**config.mk**
```make
export PLATFORM = sky130hd
export DESIGN_NAME = sum_uart_tx
export DESIGN_NICKNAME = d
export VERILOG_FILES = /design/src/rtl/sum_uart_tx.sv
export SDC_FILE = /design/constraint.sdc
export NUM_CORES = 1
export LEC_CHECK = 0
export CELL_PAD_IN_SITES_DETAIL_PLACEMENT = 1
export CELL_PAD_IN_SITES_GLOBAL_PLACEMENT = 1
export CORE_ASPECT_RATIO = 0.7
export CORE_MARGIN = 3
export CORE_UTILIZATION = 44
export CTS_BUF_LIST = sky130_fd_sc_hd__clkbuf_8 sky130_fd_sc_hd__clkbuf_16
export DETAILED_ROUTE_END_ITERATION = 6
export PLACE_DENSITY = 0.86
export SETUP_SLACK_MARGIN = 0.4
export SYNTH_ARGS = -nofsm -noshare
export SYNTH_HDL_FRONTEND = slang
export SYNTH_SLANG_ARGS = --single-unit
```
**constraint.sdc**
```tcl
create_clock -name clk -period 2.2 [get_ports clk]
set_input_delay 0.44 -clock clk [delete_from_list [all_inputs] [get_ports clk]]
set_output_delay 0.44 -clock clk [all_outputs]
set_load 0.01 [all_outputs]
```
**src/rtl/sum_uart_tx.sv**
```systemverilog
// Adds two latched 4-bit operands on a send request and transmits the sum
// as a four-byte ASCII record (tens, ones, CR, LF) over an 8N1 UART line.
module sum_uart_tx #(
    parameter int unsigned CLK_FREQ = 50000000,
    parameter int unsigned BAUD     = 9600
) (
    input  logic       clk,
    input  logic       reset,
    input  logic [3:0] a,
    input  logic [3:0] b,
    input  logic       send,
    output logic       tx,
    output logic       busy,
    output logic       done
);

    // CLKS_PER_BIT must be at least 2.
    localparam int unsigned CLKS_PER_BIT = CLK_FREQ / BAUD;
    localparam int unsigned CNT_W = (CLKS_PER_BIT > 1) ? $clog2(CLKS_PER_BIT) : 1;
    localparam logic [CNT_W-1:0] CNT_LAST = CNT_W'(CLKS_PER_BIT - 1);

    typedef enum logic [1:0] {StIdle, StStart, StData, StStop} state_e;

    state_e           state_q, state_d;
    logic [CNT_W-1:0] cnt_q, cnt_d;
    logic [2:0]       bit_idx_q, bit_idx_d;
    logic [1:0]       byte_idx_q, byte_idx_d;
    logic [4:0]       sum_q, sum_d;
    logic             send_d_q;
    logic             tx_q, tx_d;
    logic             busy_q, busy_d;
    logic             done_q, done_d;

    logic             req;
    logic             last_tick;
    logic [1:0]       tens;
    logic [3:0]       ones;
    logic [7:0]       cur_byte;
    logic [2:0]       bit_next;

    assign req       = send & ~send_d_q;
    assign last_tick = (cnt_q == CNT_LAST);
    assign bit_next  = bit_idx_q + 3'd1;

    always_comb begin
        tens = 2'd0;
        ones = sum_q[3:0];
        if (sum_q >= 5'd30) begin
            tens = 2'd3;
            ones = 4'(sum_q - 5'd30);
        end else if (sum_q >= 5'd20) begin
            tens = 2'd2;
            ones = 4'(sum_q - 5'd20);
        end else if (sum_q >= 5'd10) begin
            tens = 2'd1;
            ones = 4'(sum_q - 5'd10);
        end
    end

    always_comb begin
        cur_byte = 8'h0A;
        unique case (byte_idx_q)
            2'd0: cur_byte = {6'b0011_00, tens};
            2'd1: cur_byte = {4'h3, ones};
            2'd2: cur_byte = 8'h0D;
            2'd3: cur_byte = 8'h0A;
        endcase
    end

    // tx_d is the line level for the cycle after this edge, so tx stays registered.
    always_comb begin
        state_d    = state_q;
        cnt_d      = cnt_q;
        bit_idx_d  = bit_idx_q;
        byte_idx_d = byte_idx_q;
        sum_d      = sum_q;
        tx_d       = tx_q;
        busy_d     = busy_q;
        done_d     = 1'b0;

        unique case (state_q)
            StIdle: begin
                tx_d   = 1'b1;
                busy_d = 1'b0;
                cnt_d  = '0;
                if (req) begin
                    state_d    = StStart;
                    bit_idx_d  = 3'd0;
                    byte_idx_d = 2'd0;
                    sum_d      = {1'b0, a} + {1'b0, b};
                    tx_d       = 1'b0;
                    busy_d     = 1'b1;
                end
            end
            StStart: begin
                if (last_tick) begin
                    state_d   = StData;
                    cnt_d     = '0;
                    bit_idx_d = 3'd0;
                    tx_d      = cur_byte[0];
                end else begin
                    cnt_d = cnt_q + CNT_W'(1);
                end
            end
            StData: begin
                if (last_tick) begin
                    cnt_d = '0;
                    if (bit_idx_q == 3'd7) begin
                        state_d = StStop;
                        tx_d    = 1'b1;
                    end else begin
                        bit_idx_d = bit_next;
                        tx_d      = cur_byte[bit_next];
                    end
                end else begin
                    cnt_d = cnt_q + CNT_W'(1);
                end
            end
            StStop: begin
                if (last_tick) begin
                    cnt_d = '0;
                    if (byte_idx_q == 2'd3) begin
                        state_d    = StIdle;
                        byte_idx_d = 2'd0;
                        tx_d       = 1'b1;
                        busy_d     = 1'b0;
                        done_d     = 1'b1;
                    end else begin
                        state_d    = StStart;
                        byte_idx_d = byte_idx_q + 2'd1;
                        tx_d       = 1'b0;
                    end
                end else begin
                    cnt_d = cnt_q + CNT_W'(1);
                end
            end
        endcase
    end

    always_ff @(posedge clk or posedge reset) begin
        if (reset) begin
            state_q    <= StIdle;
            cnt_q      <= '0;
            bit_idx_q  <= 3'd0;
            byte_idx_q <= 2'd0;
            sum_q      <= 5'd0;
            send_d_q   <= 1'b0;
            tx_q       <= 1'b1;
            busy_q     <= 1'b0;
            done_q     <= 1'b0;
        end else begin
            state_q    <= state_d;
            cnt_q      <= cnt_d;
            bit_idx_q  <= bit_idx_d;
            byte_idx_q <= byte_idx_d;
            sum_q      <= sum_d;
            send_d_q   <= send;
            tx_q       <= tx_d;
            busy_q     <= busy_d;
            done_q     <= done_d;
        end
    end

    assign tx   = tx_q;
    assign busy = busy_q;
    assign done = done_q;

endmodule

```
* Yosys cells after proc, flatten, opt, wreduce, memory -nomap -nowiden
Cells that the tools add are included.
** Cells by class
- $add $sub $neg :: 7
- Reduce and logical (&&, ||, !) cells :: 11
- Eq/ne operators :: 15
- Muxes and demuxes :: 40
- $lt $le $gt $ge :: 4
- Bitwise operators :: 2
** Operator list (number)
- $pmux 8 s4 :: 1
- $pmux 13 s2 :: 1
- $mux 2 :: 10
- $mux 1 :: 14
- $ne 2x2->1 const B :: 7
- $add 13x1->13 const B :: 1
- $eq 13x13->1 const B :: 1
- $mux 13 :: 1
- $mux 3 :: 4
- $mux 4 :: 3
- $ge 5x5->1 const B :: 2
- $reduce_and 5->1 :: 2
- $pmux 3 s3 :: 1
- $reduce_and 3->1 :: 3
- $eq 2x2->1 const B :: 4
- $pmux 2 s4 :: 1
- $sub 4x4->4 const B :: 2
- $add 4x4->5 :: 1
- $ge 5x4->1 const B :: 1
- $eq 2x1->1 const B :: 2
- $logic_not 2->1 :: 2
- $lt 3x4->1 const B :: 1
- $pmux 1 s4 :: 1
- $pmux 2 s2 :: 1
- 12 further kinds :: 12
** Word-level totals
- Input bits :: 11
- Output and inout port bits :: 3
- Flip-flop bits (word level) :: 29

* Logic depth before layout (Yosys ltp)
Gate-level depths: netlist (run 1).
- Depth after elaboration :: 10
- Gate-level depth with buffers :: 9

* Worst setup path before layout (run 1)
Ideal clock, no wire load.
- Path kind :: register to register
- Start :: reg sum_q[1]
- End :: reg tx_q, in the netlist tx
- Buffers on the path :: 0
- Cell stages (with the launch flop) :: 9
- Period minus slack after synthesis :: 1998 ps
- Path slack :: 202 ps
- Arrival :: 1908 ps
- Cells stage by stage :: dfrtp_1 inv_1 ha_1 nor2b_4 nor3_2 mux2_4 a221o_1 o31ai_1 a31oi_1
** On the way
- Word-level cells in the longest chain between the ends :: 10
- Elaborated cells on any way between the ends :: 19
- Those cells by class :: 3 x add/sub; 3 x order compare; 13 x mux
** Ends and longest elaborated chain
- start: declaration :: RTL line 28 : logic [4:0] sum_q, sum_d;
- start signal: assignment :: RTL line 156 : sum_q <= sum_d;
- $sub 4x4->4 or $ge 5x4->1 (tied branches) :: RTL line 56, 54
- $mux 4 or $mux 1 (tied branches) :: RTL line 54 : end else if (sum_q >= 5'd10) begin
- $mux 4 or $mux 2 (tied branches) :: RTL line 51 : end else if (sum_q >= 5'd20) begin
- $mux 4 or $mux 2 (tied branches) :: RTL line 48 : if (sum_q >= 5'd30) begin
- $pmux 8 s4 (*) :: RTL line 62 : unique case (byte_idx_q)
- $bmux 1 s3 :: RTL line 113 : tx_d = cur_byte[bit_next];
- $mux 1 (not written as such) :: RTL line 113
- $mux 1 :: RTL line 108 : if (bit_idx_q == 3'd7) begin
- $mux 1 :: RTL line 106 : if (last_tick) begin
- $pmux 1 s4 (*) :: RTL line 81 : unique case (state_q)
- end signal: assignment :: RTL line 158 : tx_q <= tx_d;
- end: declaration :: RTL line 30 : logic tx_q, tx_d;
Mark *: on every way between the ends. The rest lies on a longest branch, timed or not. The select of a mux whose other input is x is not followed.
A chain may end at the register's enable or synchronous reset.

* Worst setup path in the final report (run 1)
- Start :: reg bit_idx_q[0]
- End :: reg tx_q, in the netlist tx
** On the way
- Word-level cells in the longest chain between the ends :: 6
- Elaborated cells on any way between the ends :: 7
- Those cells by class :: 1 x add/sub; 1 x eq/ne; 5 x mux
** Ends and longest elaborated chain
- start: declaration :: RTL line 26 : logic [2:0] bit_idx_q, bit_idx_d;
- start signal: assignment :: RTL line 154 : bit_idx_q <= bit_idx_d;
- $add 3x1->3 :: RTL line 43 : assign bit_next = bit_idx_q + 3'd1;
- $bmux 1 s3 :: RTL line 113
- $mux 1 (not written as such) :: RTL line 113
- $mux 1 (*) :: RTL line 108
- $mux 1 (*) :: RTL line 106
- $pmux 1 s4 (*) :: RTL line 81
Marks and branches as above.

==> results of run 1 <==
==> path summary, 6_finish.rpt <==
check	endpoint	slack [ns]	cells past startpoint
worst max-delay path	tx	0.04	6
worst min-delay path	bit_idx_q[0]	0.54	3
worst max register to register	tx	0.04	6
worst min register to register	bit_idx_q[2]	0.55	2
max in group asynchronous	tx	1.34	3
min in group clk	bit_idx_q[2]	0.55	2
==> cell usage in the layout, fill, tap and decap left out, types with 4 or more instances in the layout <==
| cell type | instances |
|---|---|
| xor2_1 | 9 |
| a21oi_1 | 7 |
| clkbuf_8 | 6 |
| o21ai_0 | 9 |
| nand3_1 | 5 |
| clkdlybuf4s50_1 | 12 |
| buf_4 | 19 |
| nor2_1 | 23 |
| buf_6 | 5 |
| dfrtp_1 | 27 |
| ha_1 | 18 |
| xnor2_1 | 4 |
| inv_1 | 20 |
| nand2_1 | 19 |
| mux2i_1 | 4 |
==> what timing repair did <==
item,4_1_cts,5_1_grt
endpoints found under the hold margin,0,0
pin swaps,4,7
endpoints found under the setup margin,22,14
setup buffers,6,10
resized for setup,12,20
==> sequential cells by signal (all words and copies together) (netlist names) <==
name / count
tx: 1
done: 1
send_d_q: 1
cnt_q: 13
busy: 1
bit_idx_q: 3
state_q: 2
byte_idx_q: 2
sum_q: 5
==> critical path: cells and delay by family, from the launching register on <==
family,cells,cell delay [ns]
DFF,1,0.39
AOI/OAI and AO/OA,3,0.68
and+or+nand+nor,1,0.48
adders and majority gates,2,0.53
==> report_power, final <==
group	total, mW	internal, mW	switching [mW]
logic	0.195	0.0922	0.103
clock network	0.583	0.364	0.219
registers	0.566	0.544	0.0227
==> through the flow <==
stage           util  hold slack (ns)
4_1_cts        0.563            0.548
3_3_place_gp   0.518            0.476
6_report       0.591            0.542
3_5_place_dp   0.518            0.505
2_1_floorplan      -            0.455
5_1_grt        0.591            0.567
==> cell usage after synthesis, types with 2 or more instances <==
master,n,area share
nand3b_1,2,0.0071
nor2b_1,2,0.0060
nor4_1,2,0.0060
a311oi_1,4,0.017
o21ai_0,13,0.031
or2_2,2,0.0060
a21boi_0,4,0.014
o31ai_1,5,0.018
buf_2,4,0.0095
a21o_1,3,0.011
nand3_1,5,0.012
nor3_1,2,0.0048
xor2_1,9,0.038
dfrtp_1,28,0.33
a211oi_1,2,0.0071
nor2_1,23,0.041
and3_1,3,0.0089
mux2i_1,4,0.019
a31oi_1,3,0.0089
xnor2_1,4,0.017
nand2b_1,3,0.0089
nand2_1,21,0.038
ha_1,21,0.13
a22o_1,3,0.013
clkbuf_1,3,0.0054
inv_1,20,0.036
a21oi_1,9,0.021
==> final cells by class <==
| class | instances | area, µm² | area share |
|---|---|---|---|
| multi-input cells | 173 | 1330 | 0.502 |
| flip-flops and latches | 29 | 728 | 0.275 |
| repair buffers | 37 | 328 | 0.124 |
| clock buffers | 6 | 82.6 | 0.0312 |
| inverters | 20 | 75.1 | 0.0284 |
| well taps | 55 | 68.8 | 0.0260 |
| clock inverters | 2 | 33.8 | 0.0128 |
==> routing by layer <==
| layer | global-route usage | vias up | routed length, µm |
|---|---|---|---|
| met5 | 0 | - | 0 |
| met4 | 0.0755 | 0 | 210 |
| met3 | 0.0412 | 29 | 486 |
| met2 | 0.336 | 86 | 3210 |
| met1 | 0.320 | 970 | 3280 |
| li1 | - | 875 | - |
==> kinds of logic (layout without fill, tap and decap cells) <==
| group | count (synthesis) | count (layout) | synth area share |
|---|---|---|---|
| DFF | 29 | 29 | 0.346 |
| buffers and inverters | 28 | 65 | 0.0560 |
| xor gates and xnor gates | 13 | 13 | 0.0542 |
| muxes | 7 | 7 | 0.0369 |
| AOI/OAI and AO/OA | 55 | 55 | 0.179 |
| adders and majority gates | 22 | 22 | 0.135 |
| and+or+nand+nor | 76 | 76 | 0.193 |
==> results.tsv, run 1 <==
stage	metric	value	unit
sta	worst-margin pin slew	0.571	ns
cts	clk slew on worst S/H paths	0.07	ns
cts	H-tree Lvls	2	
cts	number of buffers between clock root and the deepest sink	2	
cts	Root Buffer	clkbuf_8	
cells_and_area	fill count	511	
synthesis	Seq/Total Area, Yosys	0.346	
floorplan	I/O pins	14	
cts	CTS tree	built	
synthesis	ys async rst share	1.00	
worst_setup_path	WP data required	2.41	ns
floorplan	Die ar.	5650	µm²
cts	Skew-Pair Late Insertion Delay	0.29	ns
synthesis	syn_nets	263	
sta	final setup fails	0	
global_route	initial antenna violation count	0	
job	max-capacitance violation count	0	
sta	max_slew headroom	0.616	
routing	vias per inst	6.09	
cts	clk sinks	29	
worst_setup_path	Max FO, Critical Path	4	
sta	Setup Skew	0.00383	ns
place	pre-CTS setup slack	0.149	ns
place	Post-DP Area	2320	µm²
synthesis	Syn Std Cell Area	2100	µm²
power_and_ir_drop	Pwr Total	1.34	mW
cells_and_area	Finished Layout Cells	322	
synthesis	Seq cells post-synth	29	
sta	FMAX	463	MHz
cts	Inserted Clock Buffers	5	
cells_and_area	Layout area overhead	26.0	%
cells_and_area	Layout Nets	299	
place	Cells after DPL	298	
place	gp weighted congestion	0.883	
global_route	number of global-route vias before repair	1919	
floorplan	core region area	4480	µm²
worst_setup_path	Critical Path Source	bit_idx_q[0]	
sta	Fin. Hold Viols	0	
power_and_ir_drop	Lkg Pwr	1.20	nW
synthesis	Main synth FF type	dfrtp_1	
worst_setup_path	CP max-delay cell	or3b_2	
routing	Routed wire per std cell	22.3	µm
worst_setup_path	arrival time worst endpoint	2.37	ns
floorplan	DIE HEIGHT	63.8	µm
synthesis	Mapped Cells	230	
worst_setup_path	crit path capture type	flop	
run_status	status	completed	
synthesis	Mapped Avg Cell Area	9.13	µm²
routing	router iterations before antenna repair	4	
worst_setup_path	worst r2r src	bit_idx_q[0]	
worst_setup_path	Max stage delay on crit path	0.48	ns
cells_and_area	antenna cell count	0	
sta	min Tclk post-route	2.16	ns
routing	# DRC	0	
power_and_ir_drop	Pwr Density	508	nW/µm²
floorplan	Initial Util	0.469	
routing	vias	1960	
synthesis	Yosys Warn Count	0	
power_and_ir_drop	VDD IR max	0.000367	V
cells_and_area	Layout Cell Area excl Fill	2650	µm²
global_route	gr ovfl total	0	
cells_and_area	share of cells above drive strength 1	0.232	
sta	smallest setup slack after layout	0.0382	ns
sta	unrepaired setup endpoints after global routing	true	
min_path	worst hold path type	in2async	
worst_setup_path	crit path kind	reg2reg	
floorplan	FP Rows	20	
place	# port buffers	13	
worst_setup_path	CP Launch Type	flop	
worst_setup_path	most used cell, CP	ha_1	
global_route	total track usage	0.223	
worst_setup_path	worst-path cell chain	ha_1, ha_1, or3b_2, a311oi_2, a211oi_1, a31oi_1	
sta	final setup TNS	0	ns
place	dpl hpwl	3.85	mm
floorplan	die width	88.6	µm
cts	Post-CTS Hold Buffers	0	
global_route	largest net degree at the start of global routing	30	
sta	post-route clock period utilization	0.983	
routing	DR iter-0 viols	211	
global_route	first-pass GRT wire length	9.63	mm
sta	max-slew violations	0	
synthesis	EDFF count, synth	0	
synthesis	Yosys cell types	53	
routing	number of nets still failing antenna checks after routing	0	
routing	Post-Route WL	7.19	mm
(Power assumes the default switching activity.)
==> inputs of run 2 (changes only) <==
--- a/config.mk
+++ b/config.mk
@@ -8,9 +8,8 @@
 export CELL_PAD_IN_SITES_DETAIL_PLACEMENT = 1
 export CELL_PAD_IN_SITES_GLOBAL_PLACEMENT = 1
 export CORE_ASPECT_RATIO = 0.7
-export CORE_MARGIN = 3
+export CORE_MARGIN = 1.5
 export CORE_UTILIZATION = 44
-export CTS_BUF_LIST = sky130_fd_sc_hd__clkbuf_8 sky130_fd_sc_hd__clkbuf_16
 export DETAILED_ROUTE_END_ITERATION = 6
 export PLACE_DENSITY = 0.86
 export SETUP_SLACK_MARGIN = 0.4
==> results.tsv, run 2 (synthesized netlist as in run 1, its figures left out) <==
stage	metric	value	unit	change
worst_setup_path	Critical Path End	tx		
worst_setup_path	R2R Setup Slk	0.01	ns	-0.03 ns
cells_and_area	Layout Nets	297		-0.67%
cells_and_area	Top Registers	cnt_q x13, sum_q x5, bit_idx_q x3		
worst_setup_path	WP data required	2.42	ns	about the same
routing	vias	2039		+4.0%
cells_and_area	most common cell after layout, fill and taps aside	dfrtp_1		
place	Post-DP Area	2320	µm²	unchanged
worst_setup_path	Max stage delay on crit path	0.46	ns	-0.02 ns
sta	max-slew violations	0		unchanged
cts	clk slew on worst S/H paths	0.08	ns	about the same
power_and_ir_drop	VDD IR max	0.000490	V	+33%
cts	clk sinks	29		unchanged
cts	Inserted Clock Buffers	5		unchanged
worst_setup_path	crit path kind	reg2reg		
floorplan	Die ar.	5200	µm²	-7.9%
sta	worst-margin pin slew	0.541	ns	-0.0298 ns
worst_setup_path	Crit path buffers/inverters	2		+2
floorplan	core region area	4450	µm²	-0.56%
sta	min Tclk post-route	2.19	ns	+0.0253 ns
cts	number of buffers between clock root and the deepest sink	2		unchanged
global_route	initial antenna violation count	0		unchanged
global_route	largest net degree at the start of global routing	30		unchanged
cts	Root Buffer	clkbuf_8		
cells_and_area	fill count	499		-2.3%
sta	WHS	0.520	ns	-0.0219 ns
worst_setup_path	family with the most delay on the worst path	compound AO/OA/AOI/OAI gates		
floorplan	I/O pins	14		unchanged
floorplan	FP Rows	20		unchanged
routing	router iterations before antenna repair	5		+1
cts	H-tree Lvls	2		unchanged
floorplan	DIE HEIGHT	60.8	µm	-4.7%
global_route	gr ovfl total	0		unchanged
cells_and_area	share of cells above drive strength 1	0.260		+0.0282
worst_setup_path	Critical Path Source	byte_idx_q[1]		
job	max-capacitance violation count	0		unchanged
sta	Setup Skew	0.00703	ns	+0.00320 ns
sta	final setup TNS	0	ns	unchanged
routing	# DRC	0		unchanged
floorplan	die width	85.6	µm	-3.4%
cells_and_area	commonest cells after routing, fill and taps aside	23 x dfrtp_1, 22 x nor2_1, 20 x nand2_1, 20 x buf_4, 18 x inv_1		
min_path	worst hold path type	in2async		
global_route	number of global-route vias before repair	2002		+4.3%
worst_setup_path	CP max-delay cell	dfrtp_1		
worst_setup_path	stages on the worst setup path	9		+3
worst_setup_path	worst r2r path cells	9		+3
sta	Fin. Hold Viols	0		unchanged
sta	final setup fails	0		unchanged
routing	Routed wire per std cell	24.4	µm	+9.5%
place	# port buffers	13		unchanged
worst_setup_path	Max FO, Critical Path	8		+4
worst_setup_path	worst r2r src	byte_idx_q[1]		
cells_and_area	Most flops, register	cnt_q		
cells_and_area	Layout Cell Area excl Fill	2670	µm²	+0.99%
sta	post-route clock period utilization	0.994		+0.0115
sta	unrepaired setup endpoints after global routing	true		
cells_and_area	Layout area overhead	27.2	%	
cells_and_area	max reg flops	13		unchanged
cells_and_area	Final Core Density	0.600		+0.00922
power_and_ir_drop	Lkg Pwr	1.18	nW	-1.6%
cts	Skew-Pair Late Insertion Delay	0.30	ns	about the same
routing	vias per inst	6.37		+4.7%
global_route	total track usage	0.268		+0.0450
power_and_ir_drop	Pwr Density	553	nW/µm²	+8.8%
routing	number of nets still failing antenna checks after routing	0		unchanged
worst_setup_path	arrival time worst endpoint	2.41	ns	+0.04 ns
cts	CTS tree	built		
global_route	first-pass GRT wire length	10.2	mm	+6.4%
cells_and_area	antenna cell count	0		unchanged
place	gp weighted congestion	0.842		-4.6%
routing	Post-Route WL	7.82	mm	+8.8%
cells_and_area	area of the multi-input gates	1360	µm²	+2.3%
floorplan	Initial Util	0.471		+0.00263
run_status	status	completed		
place	dpl hpwl	3.98	mm	+3.5%
cells_and_area	Reg area	733	µm²	+0.69%
sta	max_slew headroom	0.639		+0.0233
worst_setup_path	r2r endpoint	tx		
power_and_ir_drop	Pwr Total	1.48	mW	+9.9%
sta	FMAX	457	MHz	-1.2%
routing	DR iter-0 viols	206		-2.4%
worst_setup_path	worst-path cell chain	inv_1, ha_1, buf_4, nor2_1, nor3b_1, o31ai_1, nand2_1, a211oi_1, a31oi_1		
worst_setup_path	crit path capture type	flop		
worst_setup_path	CP Launch Type	flop		
-- run 2: metrics by stage --
stage / instances / worst slack, ns
global placement: 298 / 0.188
detailed placement: 298 / 0.137
finish: 320 / 0.0129
global route: 320 / -0.0717
floorplan: 230 / 0.247
CTS: 312 / 0.220
-- run 2: area by class of cell --
class | instances | area share
Sequential cell | 29 | 0.274
Tap cell | 55 | 0.0258
Clock inverter | 3 | 0.0244
Inverter | 20 | 0.0281
Clock buffer | 5 | 0.0258
Timing Repair Buffer | 35 | 0.113
Multi-Input combinational cell | 173 | 0.509
-- run 2: what timing repair did --
action	in CTS	in global routing
endpoints found under the setup margin	19	10
setup buffers	6	8
resized for setup	23	14
pin swaps	5	7
hold buffers	0	0
-- run 2: worst min path at each step --
| stage | end | slack, ns | cells past startpoint | startpoint |
|---|---|---|---|---|
| 3_3_place_gp | cnt_q[0] | 0.48 | 1 | cnt_q[0] |
| 5_1_grt | bit_idx_q[2] | 0.58 | 2 | bit_idx_q[2] |
| 3_5_place_dp | cnt_q[0] | 0.51 | 1 | cnt_q[0] |
| 4_1_cts | bit_idx_q[2] | 0.54 | 2 | bit_idx_q[2] |
| 2_1_floorplan | cnt_q[0] | 0.45 | 1 | cnt_q[0] |
| 6_report | cnt_q[9] | 0.52 | 3 | reset |
-- run 2: per-layer routing --
metal,vias up,track usage,share of wire
met2,114,0.461,0.49
met3,30,0.0571,0.063
met5,-,0,0
met1,1022,0.340,0.41
li1,873,-,-
met4,0,0.0991,0.033
-- run 2: worst min-delay path, delay by kind of cell --
kind | cells | cell delay [ns]
buffers and inverters | 3 | 0.81
-- run 2: where the power goes --
group | switching (mW) | internal [mW]
combinational | 0.105 | 0.0976
clock | 0.255 | 0.450
sequential | 0.0263 | 0.543
total | 0.387 | 1.09
==> RTL edit: new RTL, settings of run 1 <==
Take the reset off `sum_q` and load it in a clocked block of its own.
--- a/src/rtl/sum_uart_tx.sv
+++ b/src/rtl/sum_uart_tx.sv
@@ -143,7 +143,6 @@
             cnt_q      <= '0;
             bit_idx_q  <= 3'd0;
             byte_idx_q <= 2'd0;
-            sum_q      <= 5'd0;
             send_d_q   <= 1'b0;
             tx_q       <= 1'b1;
             busy_q     <= 1'b0;
@@ -153,12 +152,15 @@
             cnt_q      <= cnt_d;
             bit_idx_q  <= bit_idx_d;
             byte_idx_q <= byte_idx_d;
-            sum_q      <= sum_d;
             send_d_q   <= send;
             tx_q       <= tx_d;
             busy_q     <= busy_d;
             done_q     <= done_d;
         end
+    end
+
+    always_ff @(posedge clk) begin
+        sum_q <= sum_d;
     end
 
     assign tx   = tx_q;
Function: same outputs for any inputs over 10 cycles, from zero or initial values and one cycle with reset high; that may be too few to reach the edited logic, so the function may still have changed.
==> RTL edit against run 1 <==
The run now ends with negative setup slack left; hold slack got worse by 0.035 ns; setup slack got worse by 0.29 ns; sequential cell count unchanged; final cell count decreased by 1.9%; non-clock buffer count increased by 10; synthesized cell count decreased by 7.4%; via count increased by 6.4%; area after synthesis decreased by 4.4%; wire length increased by 24%; clock skew increased by 0.0045 ns; final area increased by 4.7%; critical path type unchanged.
Power is not compared: it rests on default switching activity, and its combinational part moved more than twofold at a synthesized area within 25%.
==> RTL edit: results (changes against run 1) <==
metal3 WL 712 um (+47%); Max stage delay on crit path 0.57 ns (+0.09 ns); GP Congestion 0.867 (-1.8%); Unique masters post-synth 49 (-7.5%); gr usage total 28.6% (+6.4 points); Worst-Skew Late Latency 0.29 ns (about the same); Post-Place Cells 292 (-2.0%); top cells by area, synth dfrtp_1 (29%), ha_1 (13%), edfxtp_1 (7.5%); WL per Instance 28.3 um (+27%); met3 global-route usage 5.93% (+1.8 points); fin cells 316 (-1.9%); Slew headroom 72.4% (+11 points); syn_area_per_cell 9.42 um^2 (+3.2%); GRT met2 Usage 46.2% (+13 points); pre-CTS setup slack -0.0719 ns (-0.221 ns); critical path peak fanout 3 (-1); hpwl dp 4.21 mm (+9.5%); failing checks negative setup slack; clk_skew 0.00835 ns (+0.00452 ns); post-CTS sizing 23 (+11); Via density 6.60 (+8.4%); Seq/Total Area, Yosys 37.5% (+2.8 points); Critical Path AT 2.66 ns (+0.29 ns); met1 WL 3.56 mm (+8.5%); first-pass GRT wire length 11.8 mm (+23%); slowest stage cell, crit path or4b_4; syn_nets 246 (-6.5%); multi-input logic area 1380 um^2 (+3.9%); initial drt markers 187 (-11%); Sum Neg Setup Slack -0.249 ns (-0.249 ns); nets@finish 296 (-1.0%); async set-reset flop share out of synthesis 82.8% (-17 points); status finished with violations; metal2 WL 4.16 mm (+29%); largest net degree at the start of global routing 25 (-17%); final setup violation count 1 (+1); filler instances 438 (-14%); layout cells sized above 1 30.3% (+7.1 points); Setup Buffers After CTS 12 (+6); M1 GR Usage 38.8% (+6.8 points); Clock Path Buffers 2 (unchanged); Fin Hold WS 0.507 ns (-0.0347 ns); VDD IR-drop max 0.000573 V; DP Area 2330 um^2 (+0.59%); Post-synth top cells nor2_1 (25), dfrtp_1 (23), ha_1 (21); Worst path top cell family by delay simple AND/OR/NAND/NOR gates; crit path from sum_q[2]; Root Driver clkbuf_8; vias in the first global route 2084 (+8.6%); number of flops mapped to enable cells by yosys 5 (+5); reg2reg path depth 7 (+1); final worst slack -0.249 ns (-0.287 ns)
## RTL edit: changes by cell type after synthesis, sizes merged, moves of 3 or more
cell and delta:
o21ai -5, edfxtp +5, nand2 -7, buf -5, and3 +4, dfrtp -5
a311oi -3, a21boi -5, a21oi -4, nand2b +3
## RTL edit: cell families (layout without fill, tap and decap cells)
logic type / after synthesis / after routing / share of synthesized area (%)
xor+xnor: 13 / 13 / 5.67
fa+ha+maj: 22 / 22 / 14.1
buf+inv: 23 / 74 / 4.30
flops: 29 / 29 / 37.5
compound gates: 40 / 40 / 14.3
simple gates: 80 / 80 / 21.0
mux: 6 / 6 / 3.12
## RTL edit: cell type report
cell class / instances / area share, %
Multi-Input combinational cell: 161 / 49.8
Sequential cell: 29 / 27.3
Timing Repair Buffer: 47 / 14.6
Clock buffer: 6 / 2.98
Inverter: 19 / 2.58
Tap cell: 52 / 2.35
Clock inverter: 2 / 0.407
